<file path="src/rtl/complex_nr_accum_pkg.sv">
// Shared definitions for the complex frame accumulator.
package complex_nr_accum_pkg;

    // Width of one real or imaginary part of the incoming complex product.
    localparam int RES_W = 16;

    // Frame FSM encoding: collecting products, or presenting a finished sum.
    localparam logic ST_ACCUM = 1'b0;
    localparam logic ST_HOLD  = 1'b1;

    // Smallest accumulator width that cannot overflow a full frame.
    function automatic int min_acc_w(input int acc_len);
        return RES_W + $clog2(acc_len);
    endfunction

endpackage

</file>
<file path="src/rtl/complex_acc_lane.sv">
// One signed accumulator lane: sign-extends a product part, accumulates it,
// and captures the closing sum into a stable output register.
module complex_acc_lane
    import complex_nr_accum_pkg::*;
#(
    parameter int ACC_W = 18
) (
    input  logic             i_clk,
    input  logic             i_rst,
    input  logic             i_clr,
    input  logic             i_add,
    input  logic             i_load,
    input  logic [RES_W-1:0] i_din,
    output logic [ACC_W-1:0] o_sum
);

    logic signed [ACC_W-1:0] w_sext;
    logic signed [ACC_W-1:0] w_sum;
    logic signed [ACC_W-1:0] r_acc;
    logic signed [ACC_W-1:0] r_out;

    // A signed size cast sign-extends, and stays legal when ACC_W equals RES_W.
    assign w_sext = ACC_W'($signed(i_din));

    // The running sum including this cycle's sample; wraps modulo 2^ACC_W.
    assign w_sum  = r_acc + (i_add ? w_sext : '0);

    // Accumulate accepted samples and capture the final sum when the frame closes.
    always_ff @(posedge i_clk) begin
        // NOTE: state registers use non-blocking assignments so every flop
        // samples the pre-edge values, independent of statement order.
        if (i_rst) begin
            r_acc <= '0;
            r_out <= '0;
        end else begin
            if (i_clr) begin
                r_acc <= '0;
            end else if (i_add) begin
                r_acc <= w_sum;
            end
            if (i_load) begin
                r_out <= w_sum;
            end
        end
    end

    assign o_sum = r_out;

endmodule

</file>
<file path="src/rtl/complex_nr_accum.sv">
// Complex dot-product accumulator: sums ACC_LEN complex products per frame
// and presents the sum on a valid/ready port, stalling the producer meanwhile.
module complex_nr_accum
    import complex_nr_accum_pkg::*;
#(
    parameter int ACC_LEN = 4,
    parameter int ACC_W   = 18,
    parameter int CNT_W   = 9
) (
    input  logic             clk_i,
    input  logic             rst_i,
    input  logic             sw_rst_i,
    input  logic             res_val_i,
    output logic             res_rdy_o,
    input  logic [RES_W-1:0] res_re_i,
    input  logic [RES_W-1:0] res_im_i,
    input  logic             flush_i,
    output logic             acc_val_o,
    input  logic             acc_rdy_i,
    output logic [ACC_W-1:0] acc_re_o,
    output logic [ACC_W-1:0] acc_im_o,
    output logic [CNT_W-1:0] acc_cnt_o
);

    logic             r_state;
    logic [CNT_W-1:0] r_cnt;
    logic [CNT_W-1:0] r_acc_cnt;
    logic             r_res_rdy;
    logic             r_acc_val;

    logic             w_rst;
    logic             w_accept;
    logic             w_last;
    logic             w_close;
    logic             w_release;
    logic [CNT_W-1:0] w_cnt_next;

    // Hardware and software reset have identical effect.
    assign w_rst      = rst_i | sw_rst_i;

    // r_res_rdy is only high in ACCUM, so an accept implies ACCUM.
    assign w_accept   = res_val_i & r_res_rdy;
    assign w_cnt_next = r_cnt + CNT_W'(w_accept);
    assign w_last     = (r_cnt == CNT_W'(ACC_LEN - 1));

    // Close on the frame's last sample, or on flush when the frame is non-empty
    // counting a sample accepted on the same edge.
    assign w_close    = (r_state == ST_ACCUM) &&
                        ((w_accept && w_last) || (flush_i && ((r_cnt != '0) || w_accept)));

    // The consumer taking the presented sum reopens the accumulator.
    assign w_release  = (r_state == ST_HOLD) && acc_rdy_i;

    // Frame FSM, sample counter and the registered handshake outputs.
    always_ff @(posedge clk_i) begin
        if (w_rst) begin
            r_state   <= ST_ACCUM;
            r_cnt     <= '0;
            r_acc_cnt <= '0;
            r_res_rdy <= 1'b1;
            r_acc_val <= 1'b0;
        end else if (r_state == ST_ACCUM) begin
            if (w_accept) begin
                r_cnt <= w_cnt_next;
            end
            if (w_close) begin
                r_state   <= ST_HOLD;
                r_acc_cnt <= w_cnt_next;
                r_res_rdy <= 1'b0;
                r_acc_val <= 1'b1;
            end
        end else begin
            if (w_release) begin
                r_state   <= ST_ACCUM;
                r_cnt     <= '0;
                r_res_rdy <= 1'b1;
                r_acc_val <= 1'b0;
            end
        end
    end

    complex_acc_lane #(.ACC_W(ACC_W)) u_lane_re (
        .i_clk  (clk_i),
        .i_rst  (w_rst),
        .i_clr  (w_release),
        .i_add  (w_accept),
        .i_load (w_close),
        .i_din  (res_re_i),
        .o_sum  (acc_re_o)
    );

    complex_acc_lane #(.ACC_W(ACC_W)) u_lane_im (
        .i_clk  (clk_i),
        .i_rst  (w_rst),
        .i_clr  (w_release),
        .i_add  (w_accept),
        .i_load (w_close),
        .i_din  (res_im_i),
        .o_sum  (acc_im_o)
    );

    assign res_rdy_o = r_res_rdy;
    assign acc_val_o = r_acc_val;
    assign acc_cnt_o = r_acc_cnt;

endmodule
</file>
<file path="config.mk">
export PLATFORM = sky130hd
export DESIGN_NAME = complex_nr_accum
export DESIGN_NICKNAME = d
export VERILOG_FILES = /design/src/rtl/complex_nr_accum_pkg.sv /design/src/rtl/complex_acc_lane.sv /design/src/rtl/complex_nr_accum.sv
export SDC_FILE = /design/constraint.sdc
export NUM_CORES = 1
export LEC_CHECK = 0
export CAP_MARGIN = 20
export CORE_ASPECT_RATIO = 1.5
export CORE_MARGIN = 2
export CORE_UTILIZATION = 40
export CTS_CLUSTER_DIAMETER = 50
export DETAILED_ROUTE_END_ITERATION = 10
export MAX_ROUTING_LAYER = met4
export PLACE_DENSITY = 0.72
export SYNTH_ARGS = -nofsm -noshare
export SYNTH_HDL_FRONTEND = slang
export SYNTH_SLANG_ARGS = --single-unit
export TNS_END_PERCENT = 30
</file>
<file path="constraint.sdc">
create_clock -name clk_i -period 4.5 [get_ports clk_i]
set_clock_uncertainty 0.05 [all_clocks]
set_input_delay 0.9 -clock clk_i [delete_from_list [all_inputs] [get_ports clk_i]]
set_output_delay 0.9 -clock clk_i [all_outputs]
set_load 0.02 [all_outputs]
</file>
==> reports/metrics.csv, run 1 <==
stage;metric;value;unit
outcome;outcome;completed;
global_route;GRT Residual Overflow;0;
finish;most used cells in the layout excluding fill and tap cells;97 x nand2_1, 93 x dfxtp_1, 84 x clkdlybuf4s50_1, 74 x a21oi_1, 57 x nor2_1;
yosys;Async SR Flop Fraction;0;%
clock_network;hold-fix buffer count after cts;0;
yosys;synthesized area;5480;um^2
global_route;wire length of the first global-routing pass;23400;um
run;max-cap check violation count;0;
pwr;total power per unit cell area;282;nW/um^2
worst_hold_path;worst hold path cell count;2;
sta;normalized max-slew margin;46.0;%
floorplanning;width of the die;99.6;um
setup_path;R2R depth;12;
sta;Final min period;3.64;ns
finish;final core utilization;49.8;%
route;antenna violation net count after detailed routing;0;
global_route;aggregate global-route resource usage;20.4;%
sta;Final Max Slew Viols;0;
route;Wirelength per Cell;15.6;um
yosys;portion of synthesized cell area occupied by the leading cell type;34.0;%
clock_network;clock-pin transition on the worst setup and hold timing paths;0.06;ns
sta;final hold violation count;0;
floorplanning;CORE AREA;13500;um^2
route;iteration-0 DRC count of the detailed router;302;
setup_path;required time of the worst setup path;4.71;ns
clock_network;clk sinks;93;
sta;measured slew at the worst slew-check pin;0.809;ns
route;Via Count;5087;
clock_network;buffers from clock root to sink, at most;2;
finish;area of all sequential standard cells;1860;um^2
route;DRC viols;0;
yosys;average instance area after synthesis;7.99;um^2
clock_network;CTS tree;yes;
pwr;static leakage;0.00261;uW
yosys;count of unique library cells instantiated by Yosys;58;
finish;fraction of final layout cells sized beyond drive strength 1;6.50;%
finish;area used by multi-input combinational logic;3340;um^2
finish;Synth-to-Final Area Change;22.4;%
route;number of search-and-repair iterations in the first detailed-routing pass;5;
floorplanning;Die Ht;147;um
route;vias per std cell;5.55;
sta;total negative slack for setup checks;0;ns
worst_hold_path;classification of the worst-slack hold path;flop to flop;
placed_design;sum of net half-perimeters after detailed placement;10300;um
finish;most common cell after layout, fill and taps aside;nand2_1;
clock_network;clock tree root buffer cell;clkbuf_16;
clock_network;depth of the CTS H-tree;3;
setup_path;sort of element at the start of the critical path;input pin;
setup_path;type of the setup path with the least slack;input pin to flop;
sta;final setup fails;0;
clock_network;Post-CTS Setup Repair Bufs;0;
floorplanning;number of ports placed on the die boundary;85;
yosys;synthesized flop and latch total;93;
sta;maximum frequency from static timing analysis;274;MHz
sta;setup repair after global routing missed its margin;false;
yosys;top cell type by total area after synthesis;dfxtp_1;
yosys;Mapped Cells;686;
finish;number of nets in the finished design;827;
yosys;count of yosys warnings during synthesis;0;
placed_design;Port Buffers;84;
yosys;Net Count, Synth;762;
pwr;worst-case vdd ir drop;0.162;mV
setup_path;highest fanout seen on the critical path;15;
clock_network;Worst-Skew Late Latency;0.35;ns
yosys;share of the yosys chip area belonging to registers;34.0;%
global_route;pin count of the biggest net entering global routing;48;
yosys;number of flops mapped to enable cells by yosys;0;
global_route;vias in the first global route;4929;
floorplanning;Initial Util;40.7;%
route;Total Wirelength;14300;um
finish;antenna cells;0;
yosys;prevailing post-synth register cell;dfxtp_1;
setup_path;CP Data Arrival Time;3.86;ns
floorplanning;floorplan die area;14700;um^2
finish;fill count;1277;
yosys;largest cells by area after synthesis;dfxtp_1 34%, ha_1 8.2%, a21oi_1 6.8%;
clock_network;number of gates given a new drive strength after cts;0;
floorplanning;total number of placement rows;52;
global_route;number of antenna violations at the first check in global routing;0;
placed_design;routability congestion estimate from global placement;0.931;
pwr;Design Power;1890;uW
sta;final period utilization;81.0;%
clock_network;number of clock buffers inserted by TritonCTS;9;
setup_path;crit path capture type;flop;
[routing by layer]
| layer | track usage, % | vias up | share of wire (%) |
|---|---|---|---|
| met4 | 10.3 | 0 | 4.1 |
| met3 | 3.76 | 38 | 4.6 |
| met2 | 34.7 | 134 | 51 |
| met5 | - | - | 0 |
| li1 | - | 2553 | - |
| met1 | 22.5 | 2362 | 41 |
[cells in the mapped netlist, types with 10 or more instances]
| cell type | number |
|---|---|
| nand4_1 | 10 |
| nand3_1 | 30 |
| o21ai_0 | 32 |
| a211oi_1 | 16 |
| inv_1 | 19 |
| nand2_1 | 97 |
| clkbuf_1 | 25 |
| xnor2_1 | 22 |
| nor2_1 | 57 |
| buf_2 | 10 |
| dfxtp_1 | 93 |
| xor2_1 | 19 |
| ha_1 | 36 |
| a21oi_1 | 74 |
| and3_1 | 33 |
[state kept, by name, summed over array words and instances (netlist names)]
signal           flops
u_lane_re.o_sum     18
acc_cnt_o            9
res_rdy_o            1
acc_val_o            1
r_cnt                9
r_state              1
u_lane_im.r_acc     18
u_lane_im.o_sum     18
u_lane_re.r_acc     18
[area by class of cell]
class                           count  share of cell area, %
Multi-Input combinational cell    530                   49.8
Timing Repair Buffer               98                   14.1
Clock inverter                      2                  0.523
Inverter                           19                   1.06
Clock buffer                       12                   3.68
Sequential cell                    93                   27.8
Tap cell                          162                   3.02
[stage by stage]
step / instances / worst slack, ns / cell area [um^2] / hold WS [ns]
6_report: 916 / 0.856 / 6700 / 0.406
5_1_grt: 916 / 0.562 / 6700 / 0.428
4_1_cts: 916 / 0.859 / 6700 / 0.408
3_5_place_dp: 902 / 0.521 / 6420 / 0.399
3_3_place_gp: 902 / 0.554 / 6420 / 0.396
2_1_floorplan: 686 / 0.991 / 5480 / 0.386
[worst paths after layout]
kind | from | to | slack (ns)
worst max-delay path | res_val_i | u_lane_im.r_acc[16] | 0.86
worst min-delay path | u_lane_re.o_sum[12] | u_lane_re.o_sum[12] | 0.41
worst max register to register | res_rdy_o | u_lane_im.r_acc[16] | 1.56
worst min register to register | u_lane_re.o_sum[12] | u_lane_re.o_sum[12] | 0.41
[report_power, final]
group          total (uW)  switching [uW]  internal [uW]
sequential            854            12.4            841
combinational         290             171            120
clock                 747             308            439
[cell families after synthesis]
group	Yosys count	synth area share, %
adders and majority gates	38	8.95
buffers and inverters	63	5.03
AOI/OAI and AO/OA	181	21.5
muxes	5	0.914
and+or+nand+nor	265	23.1
DFF	93	34.0
xor gates and xnor gates	41	6.56
[critical path: stages]
cell	delay (ns)
clkdlybuf4s50_1	0.50
buf_4	0.21
nand2_1	0.09
inv_1	0.22
nand2_1	0.14
fa_1	0.43
nand2b_1	0.19
a21oi_1	0.18
o21ai_1	0.16
o221ai_2	0.26
o21ai_0	0.16
xor2_1	0.18
a211oi_1	0.23
(Power assumes the default switching activity.)
==> run 2, diff against run 1 <==
==> constraint.sdc (replaced) <==
create_clock -name clk_i -period 3.5 [get_ports clk_i]
set_clock_uncertainty 0.05 [all_clocks]
set_input_delay 0.7 -clock clk_i [delete_from_list [all_inputs] [get_ports clk_i]]
set_output_delay 0.7 -clock clk_i [all_outputs]
set_load 0.02 [all_outputs]
==> run 2 against run 1 <==
Non-clock buffer count increased by 45. Sequential share of layout area decreased by 1.5 points. Hold slack barely moved. Clock-buffer cell count unchanged. Clock power rose by 38%. Power up 34%. Die area did not move. Sequential power is 29% higher. Critical path type unchanged. Critical endpoint is now u_lane_im.o_sum[15]. Highest routed layer unchanged.
==> reports/metrics.csv, run 2 (same netlist as run 1, synthesis figures left out) <==
stage;metric;value;unit
pwr;total power per unit cell area;358;nW/um^2
setup_path;required time of the worst setup path;3.68;ns
route;number of search-and-repair iterations in the first detailed-routing pass;4;
run;max-cap check violation count;0;
sta;Final min period;3.27;ns
finish;Synth-to-Final Area Change;29.6;%
clock_network;clk sinks;93;
clock_network;number of gates given a new drive strength after cts;0;
route;DRC viols;0;
finish;final core utilization;52.7;%
global_route;vias in the first global route;5207;
route;Via Count;5251;
route;Wirelength per Cell;15.4;um
floorplanning;floorplan die area;14700;um^2
setup_path;crit path capture type;flop;
floorplanning;CORE AREA;13500;um^2
finish;most common cell after layout, fill and taps aside;nand2_1;
clock_network;CTS tree;yes;
clock_network;hold-fix buffer count after cts;0;
clock_network;Worst-Skew Late Latency;0.35;ns
sta;normalized max-slew margin;52.4;%
sta;final hold violation count;0;
pwr;worst-case vdd ir drop;0.203;mV
setup_path;type of the setup path with the least slack;input pin to flop;
finish;number of nets in the finished design;872;
route;antenna violation net count after detailed routing;0;
sta;final period utilization;93.3;%
pwr;Design Power;2540;uW
setup_path;critical register-to-register path startpoint;res_rdy_o;
setup_path;CP Data Arrival Time;3.45;ns
floorplanning;Initial Util;40.7;%
global_route;GRT Residual Overflow;0;
floorplanning;total number of placement rows;52;
sta;post-route setup slack;0.234;ns
clock_network;clock tree root buffer cell;clkbuf_16;
route;iteration-0 DRC count of the detailed router;277;
global_route;aggregate global-route resource usage;21.1;%
outcome;outcome;completed;
clock_network;clock-pin transition on the worst setup and hold timing paths;0.07;ns
clock_network;number of clock buffers inserted by TritonCTS;9;
sta;measured slew at the worst slew-check pin;0.712;ns
sta;Final Max Slew Viols;0;
finish;fraction of final layout cells sized beyond drive strength 1;12.1;%
setup_path;internal reg-to-reg setup slack;0.70;ns
placed_design;sum of net half-perimeters after detailed placement;10800;um
floorplanning;number of ports placed on the die boundary;85;
sta;setup repair after global routing missed its margin;false;
setup_path;highest fanout seen on the critical path;19;
placed_design;Port Buffers;84;
clock_network;buffers from clock root to sink, at most;2;
clock_network;depth of the CTS H-tree;3;
placed_design;pre-CTS worst setup slack;-0.101;ns
placed_design;routability congestion estimate from global placement;0.915;
finish;final instance count without filler cells;963;
global_route;pin count of the biggest net entering global routing;48;
route;vias per std cell;5.45;
floorplanning;Die Ht;147;um
clock_network;Post-CTS Setup Repair Bufs;0;
route;Total Wirelength;14800;um
global_route;number of antenna violations at the first check in global routing;0;
sta;final setup fails;0;
pwr;static leakage;0.00286;uW
finish;most used cells in the layout excluding fill and tap cells;97 x nand2_1, 93 x dfxtp_1, 84 x clkdlybuf4s50_1, 74 x a21oi_1;
global_route;wire length of the first global-routing pass;24400;um
setup_path;crit path launch;res_val_i;
worst_hold_path;critical hold path startpoint;u_lane_re.o_sum[8];
placed_design;Inst Count DP;947;
setup_path;sort of element at the start of the critical path;input pin;
floorplanning;width of the die;99.6;um
worst_hold_path;classification of the worst-slack hold path;flop to flop;
sta;maximum frequency from static timing analysis;306;MHz
[run 2: cell count changes in the layout (fill, tap and decap cells not counted)]
cell,change
clkbuf_1,-2
buf_12,+2
clkinv_4,+1
diode_2,+1
buf_4,+43
clkbuf_8,+2
[run 2: worst paths after layout]
check | to | depth (start not counted)
min | u_lane_re.o_sum[8] | 2
max reg2reg | u_lane_re.r_acc[17] | 13
max | u_lane_im.o_sum[15] | 12
min reg2reg | u_lane_re.o_sum[8] | 2
[run 2: power breakdown]
part / switching, uW / total (uW) / internal (uW)
registers: 14.5 / 1100 / 1080
clock network: 420 / 1030 / 609
logic: 231 / 417 / 186
total: 666 / 2540 / 1880
[run 2: critical path: stages]
cell             delay [ns]
clkdlybuf4s50_1        0.51
buf_12                 0.17
buf_4                  0.17
and3_1                 0.20
ha_1                   0.25
a21oi_1                0.21
nor3b_1                0.28
a21o_1                 0.20
o31ai_4                0.08
and3_2                 0.25
mux2i_1                0.12
a311o_1                0.31
[run 2: area by class of cell]
| cell class | count | area [um^2] |
|---|---|---|
| sequential | 93 | 1860 |
| inverter | 19 | 71.3 |
| tap | 162 | 203 |
| fill | 1257 | 6370 |
| clock inverter | 3 | 43.8 |
| multi-input combinational | 530 | 3340 |
| clock buffer | 12 | 267 |
| antenna | 1 | 2.50 |
| timing repair buffer | 143 | 1310 |
[run 2: metal layers]
layer  global-route usage [%]  vias up  wire (um)
met5                        -        -          0
met4                     8.77        0        519
met3                     3.24       39        514
met2                     38.0      128       7730
met1                     22.8     2437       6050
li1                         -     2647          -
[run 2: through the flow]
stage | instance area (um^2) | hold slack, ns | setup TNS [ns]
3_3_place_gp | 6790 | 0.394 | -0.361
4_1_cts | 7100 | 0.409 | 0
5_1_grt | 7100 | 0.423 | 0
2_1_floorplan | 5480 | 0.386 | 0
6_report | 7100 | 0.406 | 0
3_5_place_dp | 6790 | 0.400 | -0.974
==> run 3, diff against run 2 <==
--- a/config.mk
+++ b/config.mk
@@ -12,7 +12,8 @@
 export CTS_CLUSTER_DIAMETER = 50
 export DETAILED_ROUTE_END_ITERATION = 10
 export MAX_ROUTING_LAYER = met4
-export PLACE_DENSITY = 0.72
+export PLACE_DENSITY = 0.75
+export SKIP_LAST_GASP = 1
 export SYNTH_ARGS = -nofsm -noshare
 export SYNTH_HDL_FRONTEND = slang
 export SYNTH_SLANG_ARGS = --single-unit
==> constraint.sdc (replaced) <==
create_clock -name clk_i -period 2.9 [get_ports clk_i]
set_clock_uncertainty 0.05 [all_clocks]
set_input_delay 0.58 -clock clk_i [delete_from_list [all_inputs] [get_ports clk_i]]
set_output_delay 0.58 -clock clk_i [all_outputs]
set_load 0.02 [all_outputs]
==> run 3 against run 2 <==
Sequential share of layout area shrank 1.8 points. Global-route usage grew 1.4 points. Clock-buffer cell count shrank 2. Cell area grew 7.7%. Worst setup slack lost 0.14 ns. Largest power group unchanged. Power grew 26%. Hold slack gained 0.00073 ns. Sequential power grew 20%.
==> reports/metrics.csv, run 3 (same netlist as run 1, synthesis figures left out) <==
stage;metric;value;unit
pwr;Design Power;3210;uW
run;max-cap check violation count;0;
setup_path;type of the setup path with the least slack;input pin to flop;
clock_network;clock tree root buffer cell;clkbuf_16;
global_route;GRT Residual Overflow;0;
floorplanning;floorplan die area;14700;um^2
floorplanning;CORE AREA;13500;um^2
global_route;aggregate global-route resource usage;22.5;%
global_route;wire length of the first global-routing pass;25600;um
setup_path;crit path capture type;flop;
route;Wirelength per Cell;15.5;um
clock_network;clock-pin transition on the worst setup and hold timing paths;0.07;ns
floorplanning;total number of placement rows;52;
route;Total Wirelength;15900;um
sta;measured slew at the worst slew-check pin;0.536;ns
global_route;pin count of the biggest net entering global routing;48;
clock_network;clk sinks;93;
finish;most used cells in the layout excluding fill and tap cells;117 x buf_4, 97 x nand2_1, 92 x dfxtp_1, 83 x clkdlybuf4s50_1, 72 x a21oi_1;
pwr;total power per unit cell area;420;nW/um^2
global_route;number of antenna violations at the first check in global routing;0;
route;antenna violation net count after detailed routing;0;
finish;Synth-to-Final Area Change;39.5;%
sta;final setup fails;0;
pwr;static leakage;0.00318;uW
clock_network;buffers from clock root to sink, at most;2;
global_route;met1 track utilization from global routing;24.3;%
setup_path;worst-path cell chain;clkdlybuf4s50_1 -> and3_1 -> ha_1 -> a21oi_1 -> nor3b_1 -> a21o_1 -> o31ai_4 -> and3_2 -> mux2i_1 -> a311o_1;
finish;final core utilization;56.7;%
route;DRC viols;0;
finish;most common cell after layout, fill and taps aside;buf_4;
finish;fraction of final layout cells sized beyond drive strength 1;19.8;%
route;Via Count;5580;
placed_design;Post-DP Area;7230;um^2
placed_design;sum of net half-perimeters after detailed placement;11500;um
floorplanning;Initial Util;40.7;%
placed_design;routability congestion estimate from global placement;0.932;
finish;final instance count without filler cells;1024;
clock_network;CTS tree;yes;
clock_network;number of clock buffers inserted by TritonCTS;9;
setup_path;slowest CP cell;clkdlybuf4s50_1;
sta;Final Max Slew Viols;0;
sta;final hold violation count;0;
route;vias per std cell;5.45;
finish;final design area excluding fillers;7640;um^2
floorplanning;number of ports placed on the die boundary;85;
finish;number of nets in the finished design;933;
sta;final period utilization;96.7;%
route;iteration-0 DRC count of the detailed router;260;
floorplanning;width of the die;99.6;um
global_route;GRT met3 Usage;3.28;%
route;number of search-and-repair iterations in the first detailed-routing pass;6;
setup_path;highest fanout seen on the critical path;5;
setup_path;required time of the worst setup path;3.08;ns
clock_network;depth of the CTS H-tree;3;
setup_path;largest stage delay on the critical path;0.43;ns
worst_hold_path;classification of the worst-slack hold path;flop to flop;
setup_path;CP Data Arrival Time;2.99;ns
sta;normalized max-slew margin;64.2;%
floorplanning;Die Ht;147;um
global_route;layer carrying the most global-route usage;met2;
sta;setup repair after global routing missed its margin;true;
outcome;outcome;completed;
placed_design;Inst Count DP;1005;
pwr;worst-case vdd ir drop;0.306;mV
global_route;met2 track demand over resource in global routing;39.8;%
placed_design;Port Buffers;84;
clock_network;Worst-Skew Late Latency;0.35;ns
finish;antenna cells;0;
sta;maximum frequency from static timing analysis;357;MHz
clock_network;hold-fix buffer count after cts;0;
sta;Final min period;2.80;ns
setup_path;sort of element at the start of the critical path;input pin;
global_route;vias in the first global route;5426;
## run 3: cell count changes in the layout (fill, tap and decap cells not counted), moves of 2 or more
cell	before	now
a21oi_2	2	4
buf_4	57	117
a21oi_1	74	72
inv_6	0	2
clkbuf_8	3	1
clkinvlp_4	0	2
## run 3: worst max-delay path, delay by kind of cell
kind                     cells  cell delay [ns]
buffers and inverters        1             0.43
AND/OR/NAND/NOR              3             0.69
AO/OA/AOI/OAI                4             0.82
adder cells (fa/ha/maj)      1             0.34
multiplexers                 1             0.13
## run 3: stage by stage
stage          setup TNS (ns)  hold slack (ns)  worst slack, ns
2_1_floorplan               0            0.386          0.00360
3_3_place_gp           -17.50            0.395           -0.478
3_5_place_dp           -20.21            0.397           -0.613
4_1_cts                     0            0.407     -0.000000888
5_1_grt                -0.153            0.423          -0.0321
6_report                    0            0.407           0.0953
## run 3: worst paths after layout
kind	to	depth (start not counted)	slack, ns	from
hold reg to reg	u_lane_re.o_sum[12]	2	0.41	u_lane_re.o_sum[12]
hold / removal	u_lane_re.o_sum[12]	2	0.41	u_lane_re.o_sum[12]
setup reg to reg	u_lane_re.r_acc[17]	10	0.15	res_rdy_o
setup / recovery	u_lane_im.o_sum[15]	10	0.1	res_im_i[10]
## run 3: power breakdown
part           internal [uW]  switching (uW)
clock network            786             538
registers               1300            20.3
logic                    269             296
## run 3: timing repair
action,in CTS,in global routing
buffers inserted,2,0
gates resized for setup,4,7
cloned,1,0
pin swaps,2,7
setup endpoints to repair,30,27
## run 3: cell type report
class                   count  area [um^2]
fillers                  1161         5830
multi-input cells         530         3390
flip-flops and latches     93         1860
repair buffers            204         1790
clock buffers              10          239
well taps                 162          203
clock inverters             6         92.6
inverters                  19         71.3
## run 3: layer usage
layer / part of all wire (%) / wire length [um]
met5: 0 / 0
met4: 3.5 / 551
met3: 4.2 / 670
met2: 53 / 8390
met1: 39 / 6270
